### src/rtl/div_if.sv
// Request/response bundle between the EX stage and the divider.
// Handshake: the requester raises start_i with stable operands and holds it
// until it sees ready_o; result_o is valid whenever ready_o is high, and the
// transaction ends when the requester drops start_i. annul_i aborts a
// division that is still iterating.
interface div_if #(
    parameter int DATA_W = 32
);
    logic                  signed_div_i;
    logic [DATA_W-1:0]     opdata1_i;
    logic [DATA_W-1:0]     opdata2_i;
    logic                  start_i;
    logic                  annul_i;
    logic [2*DATA_W-1:0]   result_o;
    logic                  ready_o;

    modport master (
        output signed_div_i, opdata1_i, opdata2_i, start_i, annul_i,
        input  result_o, ready_o
    );

    modport slave (
        input  signed_div_i, opdata1_i, opdata2_i, start_i, annul_i,
        output result_o, ready_o
    );
endinterface

### src/rtl/div.sv
// Multi-cycle radix-2 shift-subtract divider (DIV/DIVU) for the EX stage.
// result_o = {remainder, quotient}; one quotient bit is produced per cycle.
module div #(
    parameter int DATA_W = 32,
    parameter int CNT_W  = 6
) (
    input  logic       clk,
    input  logic       rst,
    div_if.slave       div_bus,
    output logic [1:0] o_dbg_state
);

    typedef enum logic [1:0] {
        S_FREE    = 2'd0,
        S_BY_ZERO = 2'd1,
        S_ON      = 2'd2,
        S_END     = 2'd3
    } state_t;

    localparam logic [CNT_W-1:0] CNT_LAST = CNT_W'(DATA_W);

    state_t                r_state;
    state_t                w_state_nxt;
    logic [CNT_W-1:0]      r_cnt;
    logic [2*DATA_W:0]     r_work;
    logic [DATA_W-1:0]     r_divisor;
    logic                  r_signed;
    logic                  r_sign_a;
    logic                  r_sign_b;
    logic [2*DATA_W-1:0]   r_result;
    logic                  r_ready;

    logic [DATA_W-1:0]     w_abs_a;
    logic [DATA_W-1:0]     w_abs_b;
    logic [DATA_W:0]       w_tmp;
    logic                  w_go;
    logic [2*DATA_W-1:0]   w_result_nxt;
    logic                  w_ready_nxt;

    // Magnitudes of the incoming operands (signed mode only negates negatives).
    assign w_abs_a = (div_bus.signed_div_i && div_bus.opdata1_i[DATA_W-1]) ?
                     (~div_bus.opdata1_i + 1'b1) : div_bus.opdata1_i;
    assign w_abs_b = (div_bus.signed_div_i && div_bus.opdata2_i[DATA_W-1]) ?
                     (~div_bus.opdata2_i + 1'b1) : div_bus.opdata2_i;
    assign w_go    = div_bus.start_i && !div_bus.annul_i;

    // Trial subtraction of the divisor from the current partial remainder.
    assign w_tmp = {1'b0, r_work[2*DATA_W-1:DATA_W]} - {1'b0, r_divisor};

    // State register.
    always_ff @(posedge clk or negedge rst) begin
        if (!rst) begin
            r_state <= S_FREE;
        end else begin
            r_state <= w_state_nxt;
        end
    end

    // Next-state logic.
    always_comb begin
        w_state_nxt = r_state;
        case (r_state)
            S_FREE: begin
                if (w_go) begin
                    w_state_nxt = (div_bus.opdata2_i == '0) ? S_BY_ZERO : S_ON;
                end
            end
            S_BY_ZERO: w_state_nxt = S_END;
            S_ON: begin
                if (div_bus.annul_i) begin
                    w_state_nxt = S_FREE;
                end else if (r_cnt == CNT_LAST) begin
                    w_state_nxt = S_END;
                end
            end
            S_END: begin
                if (!div_bus.start_i) begin
                    w_state_nxt = S_FREE;
                end
            end
            default: w_state_nxt = S_FREE;
        endcase
    end

    // Operand capture, iteration and final sign correction.
    always_ff @(posedge clk or negedge rst) begin
        if (!rst) begin
            r_cnt     <= '0;
            r_work    <= '0;
            r_divisor <= '0;
            r_signed  <= 1'b0;
            r_sign_a  <= 1'b0;
            r_sign_b  <= 1'b0;
        end else begin
            case (r_state)
                S_FREE: begin
                    if (w_go) begin
                        r_cnt     <= '0;
                        r_divisor <= w_abs_b;
                        r_signed  <= div_bus.signed_div_i;
                        r_sign_a  <= div_bus.opdata1_i[DATA_W-1];
                        r_sign_b  <= div_bus.opdata2_i[DATA_W-1];
                        r_work    <= {{DATA_W{1'b0}}, w_abs_a, 1'b0};
                    end
                end
                S_BY_ZERO: begin
                    r_work <= '0;
                end
                S_ON: begin
                    if (div_bus.annul_i) begin
                        r_cnt <= '0;
                    end else if (r_cnt != CNT_LAST) begin
                        if (w_tmp[DATA_W]) begin
                            r_work <= {r_work[2*DATA_W-1:0], 1'b0};
                        end else begin
                            r_work <= {w_tmp[DATA_W-1:0], r_work[DATA_W-1:0], 1'b1};
                        end
                        r_cnt <= r_cnt + CNT_W'(1);
                    end else begin
                        // Magnitudes are done; restore the signs of the results.
                        if (r_signed && (r_sign_a ^ r_sign_b)) begin
                            r_work[DATA_W-1:0] <= ~r_work[DATA_W-1:0] + 1'b1;
                        end
                        if (r_signed && r_sign_a) begin
                            r_work[2*DATA_W:DATA_W+1] <= ~r_work[2*DATA_W:DATA_W+1] + 1'b1;
                        end
                        r_cnt <= '0;
                    end
                end
                default: ;
            endcase
        end
    end

    // Output decode: the result is published only while END holds a request.
    always_comb begin
        w_ready_nxt  = 1'b0;
        w_result_nxt = '0;
        if (r_state == S_END && div_bus.start_i) begin
            w_ready_nxt  = 1'b1;
            w_result_nxt = {r_work[2*DATA_W:DATA_W+1], r_work[DATA_W-1:0]};
        end
    end

    // Registered outputs.
    always_ff @(posedge clk or negedge rst) begin
        if (!rst) begin
            r_ready  <= 1'b0;
            r_result <= '0;
        end else begin
            r_ready  <= w_ready_nxt;
            r_result <= w_result_nxt;
        end
    end

    assign div_bus.ready_o  = r_ready;
    assign div_bus.result_o = r_result;
    assign o_dbg_state      = r_state;

endmodule

### src/flat_wrapper.sv
// flat-port wrapper written by rule: the top's interface ports become plain ports
module div_flat 
#(
    parameter int DATA_W = 32,
    parameter int CNT_W  = 6
)
  (clk, rst, o_dbg_state, div_bus_signed_div_i, div_bus_opdata1_i, div_bus_opdata2_i, div_bus_start_i, div_bus_annul_i, div_bus_result_o, div_bus_ready_o);
  div_if #(.DATA_W(DATA_W)) div_bus_i ();
  input  logic clk;
  input  logic rst;
  output logic [1:0] o_dbg_state;
  input wire logic [$bits(div_bus_i.signed_div_i)-1:0] div_bus_signed_div_i;
  input wire logic [$bits(div_bus_i.opdata1_i)-1:0] div_bus_opdata1_i;
  input wire logic [$bits(div_bus_i.opdata2_i)-1:0] div_bus_opdata2_i;
  input wire logic [$bits(div_bus_i.start_i)-1:0] div_bus_start_i;
  input wire logic [$bits(div_bus_i.annul_i)-1:0] div_bus_annul_i;
  output wire logic [$bits(div_bus_i.result_o)-1:0] div_bus_result_o;
  output wire logic [$bits(div_bus_i.ready_o)-1:0] div_bus_ready_o;
  assign div_bus_i.signed_div_i = div_bus_signed_div_i;
  assign div_bus_i.opdata1_i = div_bus_opdata1_i;
  assign div_bus_i.opdata2_i = div_bus_opdata2_i;
  assign div_bus_i.start_i = div_bus_start_i;
  assign div_bus_i.annul_i = div_bus_annul_i;
  assign div_bus_result_o = div_bus_i.result_o;
  assign div_bus_ready_o = div_bus_i.ready_o;
  div #(.DATA_W(DATA_W), .CNT_W(CNT_W)) u_core (.clk(clk), .rst(rst), .div_bus(div_bus_i), .o_dbg_state(o_dbg_state));
endmodule
### config.mk
export PLATFORM = sky130hd
export DESIGN_NAME = div_flat
export DESIGN_NICKNAME = d
export VERILOG_FILES = /design/src/rtl/div_if.sv /design/src/rtl/div.sv /design/src/flat_wrapper.sv
export SDC_FILE = /design/constraint.sdc
export NUM_CORES = 1
export LEC_CHECK = 0
export CORE_MARGIN = 5
export CORE_UTILIZATION = 40
export DETAILED_ROUTE_END_ITERATION = 16
export PLACE_DENSITY_LB_ADDON = 0.3
export SLEW_MARGIN = 20
export SYNTH_ARGS = -nofsm -noshare
export SYNTH_HDL_FRONTEND = slang
export SYNTH_SLANG_ARGS = --single-unit
### constraint.sdc
create_clock -name clk -period 5.5 [get_ports clk]
set_input_delay 1.1 -clock clk [delete_from_list [all_inputs] [get_ports clk]]
set_output_delay 1.1 -clock clk [all_outputs]
set_load 0.02 [all_outputs]
==> Word level (Yosys, flattened, before mapping) <==
Cells that the tools add are included.
{ "totals": {"ff_bits": 173, "latch_bits": 0, "ramBits": 0, "romBits": 0, "in_bits": 69, "out_inout_bits": 67, "wordCells": 74, "memories": 0} }
{ "classes": {"n_addsub": 6, "mul": 0, "div": 0, "n_lt_le_gt_ge": 0, "n_eq_ne": 12, "shift": 0, "mux": 23, "bitwise": 5, "n_reduce_logical": 17} }
{ "ops": {"columns": ["operator", "n"], "rows": [
  ["two-way mux 65 bit", 3],
  ["one-hot mux 65 bit (3 select lines)", 1],
  ["two-way mux 32 bit", 6],
  ["adder 32 x 1 -> 32 bit (second input constant)", 4],
  ["inverter 32 bit", 4],
  ["two-way mux 64 bit", 1],
  ["subtractor 32 x 32 -> 33 bit", 1],
  ["logical NOT 32 bit", 1],
  ["two-way mux 6 bit", 3],
  ["one-hot mux 6 bit (2 select lines)", 1],
  ["AND reduction 4 bit", 3],
  ["two-way mux 2 bit", 5],
  ["one-hot mux 2 bit (4 select lines)", 1],
  ["adder 6 x 1 -> 6 bit (second input constant)", 1],
  ["== test 6 bit (second input constant)", 1],
  ["logical AND 1 bit", 6],
  ["inequality test 3 x 1 -> 1 bit (second input constant)", 2],
  ["inequality test 6 bit (second input constant)", 1],
  ["== test 2 bit (second input constant)", 2],
  ["inequality test 2 x 1 -> 1 bit (second input constant)", 2],
  ["inequality test 2 bit (second input constant)", 2],
  ["AND reduction 2 bit", 2],
  ["inequality test 3 x 2 -> 1 bit (second input constant)", 1],
  ["AND reduction 3 bit", 1],
  ["7 further kinds", 8]
]} }

==> Logic depth before layout (Yosys ltp) <==
Gate-level depths: netlist (run 1).
{ "logic_depth": {"depth_word": 6, "ltp_mapped": 13, "mapped_depth_nobuf": 11} }

==> Worst setup path before layout (run 1) <==
Ideal clock, no wire load.
{ "synth_path": {"kind": "input to register", "from": "in div_bus_opdata2_i[2]", "to": "reg u_core.r_divisor[29]", "setup_time_ns": 0.134, "arrival_ns": 2.953, "required_ns": 5.366, "slack_ns": 2.413, "stages": 8, "n_path_buf": 0, "cell_sequence": "nor4_1 -> nor4b_1 -> nand2_1 -> nor3_1 -> nand2_1 -> o21ai_0 -> xor2_1 -> o21ai_0"} }
{ "synth_between": {"elab_chain_len": 3} }
{ "synth_lines": {"columns": ["item", "line_no", "rtl"], "rows": [
  ["from (decl)", "flat_wrapper.sv:14", "input wire logic [$bits(div_bus_i.opdata2_i)-1:0] div_bus_opdata2_i;"],
  ["inverter 32 bit", "div.sv:44", "(~div_bus.opdata2_i + 1'b1) : div_bus.opdata2_i;"],
  ["adder 32 x 1 -> 32 bit", "div.sv:44", null],
  ["two-way mux 32 bit", "div.sv:43", "assign w_abs_b = (div_bus.signed_div_i && div_bus.opdata2_i[DATA_W-1]) ?"],
  ["to (signal assigned)", "div.sv:99", "r_divisor <= w_abs_b;"],
  ["to (decl)", "div.sv:26", "logic [DATA_W-1:0] r_divisor;"]
]} }
No other way between the ends.
A chain may end at the register's enable or synchronous reset.

==> Final worst setup path (run 1) <==
{ "layout_path": {"from": "in div_bus_start_i", "to": "reg u_core.r_work[52]"} }
{ "layout_between": {"elab_chain_len": 3} }
{ "layout_lines": {"columns": ["item", "line_no", "rtl"], "rows": [
  ["from (decl)", "flat_wrapper.sv:15", "input wire logic [$bits(div_bus_i.start_i)-1:0] div_bus_start_i;"],
  ["logical AND 1 bit", "div.sv:45", "assign w_go = div_bus.start_i && !div_bus.annul_i;"],
  ["inequality test 2 x 1 -> 1 bit (no line)", null, null],
  ["AND reduction 4 bit (no line)", null, null],
  ["to (signal assigned)", "div.sv:103", "r_work <= {{DATA_W{1'b0}}, w_abs_a, 1'b0};"],
  ["to (signal assigned)", "div.sv:114", "r_work <= {r_work[2*DATA_W-1:0], 1'b0};"],
  ["to (signal assigned)", "div.sv:116", "r_work <= {w_tmp[DATA_W-1:0], r_work[DATA_W-1:0], 1'b1};"],
  ["to (decl)", "div.sv:25", "logic [2*DATA_W:0] r_work;"]
]} }
No other way between the ends.

==> impl_metrics.xml, run 1 <==
<?xml version="1.0" encoding="UTF-8"?>
<metrics>
  <group name="clock_network">
    <metric name="cts_setup_buffers" unit="">0</metric>
    <metric name="cts.hold.buffers_added" unit="">0</metric>
    <metric name="cts_root_buffer" unit="">sky130_fd_sc_hd__clkbuf_16</metric>
    <metric name="worst_skew_pair_latency" unit="ns">0.45</metric>
    <metric name="clk_transition_reported_paths" unit="ns">0.07</metric>
    <metric name="cts-root-to-sink-buffers" unit="">2</metric>
    <metric name="numCtsBuffers" unit="">17</metric>
    <metric name="number_of_gates_resized_after_cts" unit="">0</metric>
    <metric name="numClockSinks" unit="">173</metric>
    <metric name="cts_tree" unit="">yes</metric>
    <metric name="cts-htree-levels" unit="">4</metric>
  </group>
  <group name="detailed_routing">
    <metric name="num_vias" unit="">11200</metric>
    <metric name="drt_first_iter_violations" unit="">1164</metric>
    <metric name="detailed_router_iteration_count_before_antenna_repair" unit="">5</metric>
    <metric name="postRouteAntennaNets" unit="">0</metric>
    <metric name="route.detailed.wl_per_inst" unit="um">18.3</metric>
    <metric name="drc_errors" unit="">0</metric>
    <metric name="drt-vias-per-instance" unit="">5.85</metric>
    <metric name="routed_wl" unit="um">35000</metric>
  </group>
  <group name="worst_hold_path">
    <metric name="worst_hold_path_class" unit="">reg -&gt; reg</metric>
    <metric name="min_from" unit="">u_core.r_divisor[21]</metric>
    <metric name="worst_hold_path.num_cells" unit="">2</metric>
    <metric name="hold-path-endpoint" unit="">u_core.r_divisor[21]</metric>
  </group>
  <group name="global_route">
    <metric name="grt_busiest_layer" unit="">met2</metric>
    <metric name="globalRouteTotalUtil" unit="%">20.6</metric>
    <metric name="grt_first_pass_wirelength" unit="um">56900</metric>
    <metric name="grt_use_met1" unit="%">30.8</metric>
    <metric name="grt_pass1_vias" unit="">10500</metric>
    <metric name="met3_usage_in_global_routing" unit="%">2.91</metric>
    <metric name="global_route_track_usage_on_met2" unit="%">31.5</metric>
    <metric name="grt_max_degree" unit="">82</metric>
    <metric name="grt_antenna_before_repair" unit="">0</metric>
    <metric name="grt.overflow.total" unit="">0</metric>
  </group>
  <group name="placed_design">
    <metric name="routabilityCongestion" unit="">0.899</metric>
    <metric name="port_buffers" unit="">135</metric>
    <metric name="dpl.hpwl" unit="um">25500</metric>
  </group>
  <group name="worst_setup_path">
    <metric name="reg2reg_setup_slack" unit="ns">1.73</metric>
    <metric name="critPathKind" unit="">in -&gt; reg</metric>
    <metric name="crit_path_end_kind" unit="">register</metric>
    <metric name="regToRegStartpoint" unit="">u_core.o_dbg_state[0]</metric>
    <metric name="worst_setup_path_start_kind" unit="">input port</metric>
    <metric name="r2r_end" unit="">u_core.r_work[52]</metric>
    <metric name="timing.critical_path.required" unit="ns">5.85</metric>
    <metric name="timing.reg2reg.worst_path_depth" unit="">8</metric>
    <metric name="data_arrival_time_of_the_worst_path" unit="ns">4.31</metric>
    <metric name="cp_max_fo" unit="">26</metric>
  </group>
  <group name="sta">
    <metric name="clock.fmax" unit="GHz">0.252</metric>
    <metric name="final.setup.tns" unit="ns">0</metric>
    <metric name="rsz0062_at_grt" unit="">no</metric>
    <metric name="report.final.slew_viol_count" unit="">0</metric>
    <metric name="final_period_utilization" unit="%">72.0</metric>
    <metric name="fin_skew" unit="ns">0.0106</metric>
    <metric name="max_slew.worst_pin.slew" unit="ns">1.01</metric>
    <metric name="fin_crit" unit="ns">3.96</metric>
    <metric name="setup_viol" unit="">0</metric>
    <metric name="final-hold-violation-count" unit="">0</metric>
    <metric name="max-slew-margin-rel" unit="%">32.1</metric>
    <metric name="holdWs" unit="ns">0.480</metric>
  </group>
  <group name="synth">
    <metric name="main_area_contributors_after_synthesis" unit="">sky130_fd_sc_hd__dfrtp_1 36%, sky130_fd_sc_hd__o21ai_0 5.6%, sky130_fd_sc_hd__nand2_1 5.0%, sky130_fd_sc_hd__ha_1 4.7%, sky130_fd_sc_hd__a21oi_1 4.0%</metric>
    <metric name="ys_warn_count" unit="">0</metric>
    <metric name="post-synth-top-area-cell" unit="">sky130_fd_sc_hd__dfrtp_1</metric>
    <metric name="mappedNetlistArea" unit="sq um">12000</metric>
    <metric name="synthDistinctLibCells" unit="">84</metric>
    <metric name="synth_async_sr_flop_share" unit="%">100</metric>
    <metric name="synth_area_per_cell" unit="sq um">8.36</metric>
    <metric name="synth.yosys.seq_area_share" unit="%">35.9</metric>
    <metric name="synth_ff_type" unit="">sky130_fd_sc_hd__dfrtp_1</metric>
    <metric name="yosysTopAreaCellShare" unit="%">35.9</metric>
    <metric name="synth_nets" unit="">1555</metric>
    <metric name="syn-instance-count" unit="">1440</metric>
    <metric name="number_of_enable_flip_flop_cells_after_synthesis" unit="">0</metric>
    <metric name="yosys_register_bits" unit="">173</metric>
  </group>
  <group name="die">
    <metric name="chipWidth" unit="um">184</metric>
    <metric name="die_y" unit="um">184</metric>
    <metric name="floorplan.initialDensity" unit="%">40.5</metric>
    <metric name="core_area" unit="sq um">29700</metric>
    <metric name="die_area" unit="sq um">33700</metric>
    <metric name="num_io_pins" unit="">136</metric>
    <metric name="core.rowCount" unit="">63</metric>
  </group>
  <group name="status">
    <metric name="status" unit="">completed</metric>
  </group>
  <group name="job">
    <metric name="maxCapViolations" unit="">0</metric>
  </group>
  <group name="pwr">
    <metric name="pwr-share-clk" unit="%">20.8</metric>
    <metric name="switching_share" unit="%">45.0</metric>
    <metric name="vdd.ir_drop.worst" unit="V">0.000307</metric>
    <metric name="power_per_cell_area" unit="nW/um^2">451</metric>
    <metric name="internal-power" unit="mW">3.49</metric>
    <metric name="switching_pwr" unit="mW">2.87</metric>
    <metric name="p_leak" unit="nW">6.13</metric>
    <metric name="power.share.combinational" unit="%">49.0</metric>
    <metric name="share_seq_of_total_power" unit="%">30.2</metric>
  </group>
  <group name="layout">
    <metric name="mostFrequentLayoutCell" unit="">sky130_fd_sc_hd__dfrtp_1</metric>
    <metric name="mostFrequentLayoutCells" unit="">173 x sky130_fd_sc_hd__dfrtp_1, 159 x sky130_fd_sc_hd__nand2_1, 135 x sky130_fd_sc_hd__o21ai_0</metric>
    <metric name="area.growth.synth_to_final" unit="%">17.2</metric>
    <metric name="final_util" unit="%">47.5</metric>
    <metric name="layout-drive-gt1-share" unit="%">5.25</metric>
    <metric name="fin_nets" unit="">1627</metric>
    <metric name="antennaDiodeCount" unit="">0</metric>
  </group>
</metrics>
-- logic make-up (layout without fill, tap and decap cells) --
logic type | after synthesis | count (layout) | synth area share, %
AND/OR/NAND/NOR | 522 | 522 | 21.8
XOR/XNOR | 91 | 91 | 6.62
flip-flops | 173 | 173 | 35.9
AO/OA/AOI/OAI | 428 | 428 | 22.2
multiplexers | 28 | 28 | 2.39
adder cells (fa/ha/maj) | 46 | 46 | 4.84
buffers and inverters | 152 | 237 | 6.12
-- flip-flops by register name, summed over array words and instances, names as in the netlist --
register                 flops
u_core.div_bus.ready_o       1
u_core.div_bus.result_o     64
u_core.o_dbg_state           2
u_core.r_cnt                 6
u_core.r_divisor            32
u_core.r_sign_a              1
u_core.r_sign_b              1
u_core.r_signed              1
u_core.r_work               65
-- routing by layer --
| metal | vias up | part of all wire, % | routed length (um) |
|---|---|---|---|
| li1 | 5374 | - | - |
| met1 | 5330 | 47 | 16500 |
| met2 | 445 | 44 | 15300 |
| met3 | 48 | 7.3 | 2550 |
| met4 | 0 | 1.6 | 552 |
| met5 | - | 0 | 0 |
-- power groups by stage --
stage                     Clock (mW)  Sequential [mW]  Combinational, mW
after floorplan                    0             1.81               2.42
after CTS                       1.34             1.91               3.09
after global routing            1.39             1.97               3.48
final                           1.32             1.92               3.12
after detailed placement           0             1.94               3.07
after global placement             0             1.92               3.02
-- cells in the mapped netlist (all sizes together), types with 5 or more instances --
library cell	count
o21a	8
a21o	13
buf	17
xnor2	53
nor2b	8
and3	68
a31oi	27
nand3b	7
mux2	6
or3	18
o211ai	14
a211oi	12
a22oi	14
o31ai	18
nand2b	8
nand2	163
o21ai	144
mux2i	22
o221ai	12
dfrtp	173
ha	45
nand4	11
o22ai	7
inv	56
or2	6
or4	11
nor4b	7
nor2	103
nor3b	5
clkbuf	75
nand3	25
nor4	21
nor3	43
xor2	38
o21bai	5
and2	11
a21oi	96
-- critical path, stage by stage --
cell and delay (ns):
sky130_fd_sc_hd__clkdlybuf4s50_1 0.54, sky130_fd_sc_hd__nor2b_1 0.28, sky130_fd_sc_hd__o21bai_1 0.37, sky130_fd_sc_hd__a31o_2 0.53, sky130_fd_sc_hd__nor2_1 0.66, sky130_fd_sc_hd__nand2_1 0.48, sky130_fd_sc_hd__o221ai_1 0.34
-- per-stage QoR --
stage	std cells	instance area (sq um)	worst slack (ns)	total power [mW]
finish	1915	14100	1.54	6.36
global route	1915	14100	1.39	6.84
CTS	1915	14100	1.65	6.34
floorplan	1440	12000	2.41	4.22
detailed placement	1883	13500	1.18	5.01
global placement	1883	13500	1.32	4.95
-- area by class of cell --
cell class / count / area (sq um)
timing repair buffer: 148 / 1450
clock buffer: 18 / 429
multi-input combinational: 1115 / 7000
clock inverter: 14 / 205
fill: 2841 / 15600
tap: 390 / 488
inverter: 57 / 214
sequential: 173 / 4330
-- how the worst max path moves through the flow --
stage / endpoint / start / slack, ns / cells after the start
detailed placement: u_core.r_work[57] / div_bus_start_i / 1.18 / 7
finish: u_core.r_work[52] / div_bus_start_i / 1.54 / 7
global placement: u_core.r_work[57] / div_bus_start_i / 1.32 / 7
global route: u_core.r_divisor[31] / div_bus_opdata2_i[2] / 1.39 / 9
floorplan: u_core.r_divisor[29] / div_bus_opdata2_i[2] / 2.41 / 8
CTS: u_core.r_work[46] / div_bus_start_i / 1.65 / 7
(Power assumes the default switching activity.)
==> run 2, diff against run 1 <==
==> constraint.sdc (replaced) <==
create_clock -name clk -period 3.2 [get_ports clk]
set_input_delay 0.64 -clock clk [delete_from_list [all_inputs] [get_ports clk]]
set_output_delay 0.64 -clock clk [all_outputs]
set_load 0.02 [all_outputs]
==> impl_metrics.xml, run 2 (same netlist as run 1, synthesis figures left out) <==
<?xml version="1.0" encoding="UTF-8"?>
<metrics>
  <group name="worst_hold_path">
    <metric name="worst_hold_path_class" unit="">in -&gt; async</metric>
  </group>
  <group name="clock_network">
    <metric name="numClockSinks" unit="">173</metric>
    <metric name="worst_skew_pair_latency" unit="ns">0.44</metric>
    <metric name="cts_setup_buffers" unit="">0</metric>
    <metric name="cts_tree" unit="">yes</metric>
    <metric name="cts-htree-levels" unit="">4</metric>
    <metric name="cts-root-to-sink-buffers" unit="">2</metric>
    <metric name="clk_transition_reported_paths" unit="ns">0.07</metric>
    <metric name="numCtsBuffers" unit="">17</metric>
    <metric name="cts_root_buffer" unit="">sky130_fd_sc_hd__clkbuf_16</metric>
  </group>
  <group name="layout">
    <metric name="area.growth.synth_to_final" unit="%">23.1</metric>
    <metric name="layout-drive-gt1-share" unit="%">11.0</metric>
    <metric name="filler_cell_count" unit="">2797</metric>
    <metric name="largest_register_ffs" unit="">65</metric>
    <metric name="combined_area_of_the_multi_input_logic_cells" unit="sq um">7000</metric>
    <metric name="ff_latch_area" unit="sq um">4330</metric>
    <metric name="max_flop_register" unit="">u_core.r_work</metric>
    <metric name="fin_nets" unit="">1722</metric>
    <metric name="mostFrequentLayoutCells" unit="">173 x sky130_fd_sc_hd__dfrtp_1, 160 x sky130_fd_sc_hd__nand2_1, 135 x sky130_fd_sc_hd__o21ai_0</metric>
    <metric name="antennaDiodeCount" unit="">0</metric>
    <metric name="mostFrequentLayoutCell" unit="">sky130_fd_sc_hd__dfrtp_1</metric>
  </group>
  <group name="global_route">
    <metric name="grt_pass1_vias" unit="">11000</metric>
    <metric name="grt_antenna_before_repair" unit="">0</metric>
    <metric name="grt_max_degree" unit="">68</metric>
    <metric name="globalRouteTotalUtil" unit="%">21.5</metric>
    <metric name="grt_first_pass_wirelength" unit="um">58900</metric>
    <metric name="grt.overflow.total" unit="">0</metric>
  </group>
  <group name="sta">
    <metric name="holdWs" unit="ns">0.183</metric>
    <metric name="fin_crit" unit="ns">3.02</metric>
    <metric name="final_period_utilization" unit="%">94.2</metric>
    <metric name="final-hold-violation-count" unit="">0</metric>
    <metric name="report.final.slew_viol_count" unit="">0</metric>
    <metric name="setup_viol" unit="">0</metric>
    <metric name="rsz0062_at_grt" unit="">no</metric>
    <metric name="max-slew-margin-rel" unit="%">44.1</metric>
    <metric name="setup_slack" unit="ns">0.185</metric>
    <metric name="clock.fmax" unit="GHz">0.332</metric>
    <metric name="fin_skew" unit="ns">0.0123</metric>
    <metric name="max_slew.worst_pin.slew" unit="ns">0.838</metric>
  </group>
  <group name="detailed_routing">
    <metric name="num_vias" unit="">11600</metric>
    <metric name="postRouteAntennaNets" unit="">0</metric>
    <metric name="drc_errors" unit="">0</metric>
    <metric name="drt-vias-per-instance" unit="">5.77</metric>
    <metric name="detailed_router_iteration_count_before_antenna_repair" unit="">5</metric>
    <metric name="routed_wl" unit="um">36900</metric>
    <metric name="drt_first_iter_violations" unit="">1052</metric>
    <metric name="route.detailed.wl_per_inst" unit="um">18.4</metric>
  </group>
  <group name="die">
    <metric name="chipWidth" unit="um">184</metric>
    <metric name="die_area" unit="sq um">33700</metric>
    <metric name="core_area" unit="sq um">29700</metric>
    <metric name="num_io_pins" unit="">136</metric>
    <metric name="floorplan.initialDensity" unit="%">40.5</metric>
    <metric name="die_y" unit="um">184</metric>
    <metric name="core.rowCount" unit="">63</metric>
  </group>
  <group name="worst_setup_path">
    <metric name="worst_setup_path_start_kind" unit="">register</metric>
    <metric name="crit_path_end_kind" unit="">register</metric>
    <metric name="data_arrival_time_of_the_worst_path" unit="ns">3.32</metric>
    <metric name="reg2reg_setup_slack" unit="ns">0.18</metric>
    <metric name="critPathKind" unit="">reg -&gt; reg</metric>
    <metric name="cp_max_fo" unit="">12</metric>
    <metric name="timing.critical_path.required" unit="ns">3.51</metric>
  </group>
  <group name="job">
    <metric name="maxCapViolations" unit="">0</metric>
  </group>
  <group name="pwr">
    <metric name="share_seq_of_total_power" unit="%">28.8</metric>
    <metric name="power.share.combinational" unit="%">52.2</metric>
    <metric name="p_leak" unit="nW">6.61</metric>
    <metric name="internal-power" unit="mW">6.16</metric>
    <metric name="switching_share" unit="%">45.3</metric>
    <metric name="switching_pwr" unit="mW">5.11</metric>
    <metric name="vdd.ir_drop.worst" unit="V">0.000495</metric>
    <metric name="power_per_cell_area" unit="nW/um^2">760</metric>
    <metric name="pwr-share-clk" unit="%">19.0</metric>
  </group>
  <group name="placed_design">
    <metric name="dpl.hpwl" unit="um">27400</metric>
    <metric name="port_buffers" unit="">135</metric>
    <metric name="routabilityCongestion" unit="">0.929</metric>
    <metric name="pre_cts_ws" unit="ns">-0.106</metric>
  </group>
  <group name="status">
    <metric name="status" unit="">completed</metric>
  </group>
</metrics>
-- run 2: cell types whose count changed in the layout (fill, tap and decap cells not counted), moves of 2 or more --
cell	change
sky130_fd_sc_hd__clkinv_2	+2
sky130_fd_sc_hd__bufinv_16	-2
sky130_fd_sc_hd__buf_4	+92
sky130_fd_sc_hd__clkinv_4	-3
sky130_fd_sc_hd__buf_12	+3
sky130_fd_sc_hd__inv_6	+2
-- run 2: path summary, 6_finish.rpt --
check                                        to                  from  depth (start not counted)
max                           u_core.r_work[62]     u_core.r_work[51]                         10
min                         u_core.r_divisor[3]                   rst                          1
max reg2reg                   u_core.r_work[62]     u_core.r_work[51]                         10
min reg2reg                u_core.r_divisor[23]  u_core.r_divisor[23]                          2
max in group asynchronous     u_core.r_work[46]                   rst                          2
min in group clk           u_core.r_divisor[23]  u_core.r_divisor[23]                          2
-- run 2: timing repair --
item                       in CTS  in global routing
resized for setup               0                  4
hold buffers                    0                  0
setup endpoints to repair       0                  4
-- run 2: area by class of cell --
type / count / share of cell area [%]
tap: 390 / 3.29
clock buffer: 18 / 2.96
sequential: 173 / 29.2
multi-input combinational: 1115 / 47.2
timing repair buffer: 243 / 14.8
clock inverter: 14 / 1.00
inverter: 57 / 1.44
-- run 2: through the flow --
step           std cells  util, %  cell area, sq um  power (mW)  TNS [ns]
5_1_grt             2010     49.9             14800        12.1         0
4_1_cts             2010     49.8             14800        11.2         0
6_report            2010     49.9             14800        11.3         0
3_3_place_gp        1978     47.8             14200        8.93    -0.172
2_1_floorplan       1440        -             12000        7.26         0
3_5_place_dp        1978     47.8             14200        9.02    -0.115
-- run 2: worst max-delay path, stage by stage, from the launching register on --
cell and delay, ns:
sky130_fd_sc_hd__dfrtp_1 0.44, sky130_fd_sc_hd__ha_1 0.41, sky130_fd_sc_hd__a21oi_1 0.22, sky130_fd_sc_hd__o21ai_0 0.21, sky130_fd_sc_hd__a311oi_2 0.39, sky130_fd_sc_hd__o2111a_1 0.29
sky130_fd_sc_hd__nor2_2 0.06, sky130_fd_sc_hd__buf_4 0.20, sky130_fd_sc_hd__buf_4 0.19, sky130_fd_sc_hd__a2111oi_0 0.36, sky130_fd_sc_hd__nor3_1 0.09
-- run 2: routing by layer --
layer / global-route usage [%] / wire, um / vias to the layer above
li1: - / - / 5563
met1: 32.2 / 17400 / 5462
met2: 31.0 / 15600 / 502
met3: 4.45 / 3030 / 61
met4: 6.64 / 906 / 0
met5: 0 / 0 / -
-- run 2: power by group through the flow --
| stage | Combinational [mW] | Sequential (mW) | Clock, mW |
|---|---|---|---|
| 4_1_cts | 5.79 | 3.23 | 2.18 |
| 3_5_place_dp | 5.74 | 3.28 | 0 |
| 6_report | 5.88 | 3.25 | 2.14 |
| 2_1_floorplan | 4.15 | 3.10 | 0 |
| 5_1_grt | 6.46 | 3.33 | 2.27 |
| 3_3_place_gp | 5.67 | 3.25 | 0 |
==> run 3, diff against run 2 <==
--- a/config.mk
+++ b/config.mk
@@ -5,11 +5,11 @@
 export SDC_FILE = /design/constraint.sdc
 export NUM_CORES = 1
 export LEC_CHECK = 0
+export ABC_CLOCK_PERIOD_IN_PS = 3200
 export CORE_MARGIN = 5
 export CORE_UTILIZATION = 40
 export DETAILED_ROUTE_END_ITERATION = 16
 export PLACE_DENSITY_LB_ADDON = 0.3
-export SLEW_MARGIN = 20
 export SYNTH_ARGS = -nofsm -noshare
 export SYNTH_HDL_FRONTEND = slang
 export SYNTH_SLANG_ARGS = --single-unit
==> results of run 3 <==
Same layout as run 2: the final DEF is identical, and so are final timing and power.
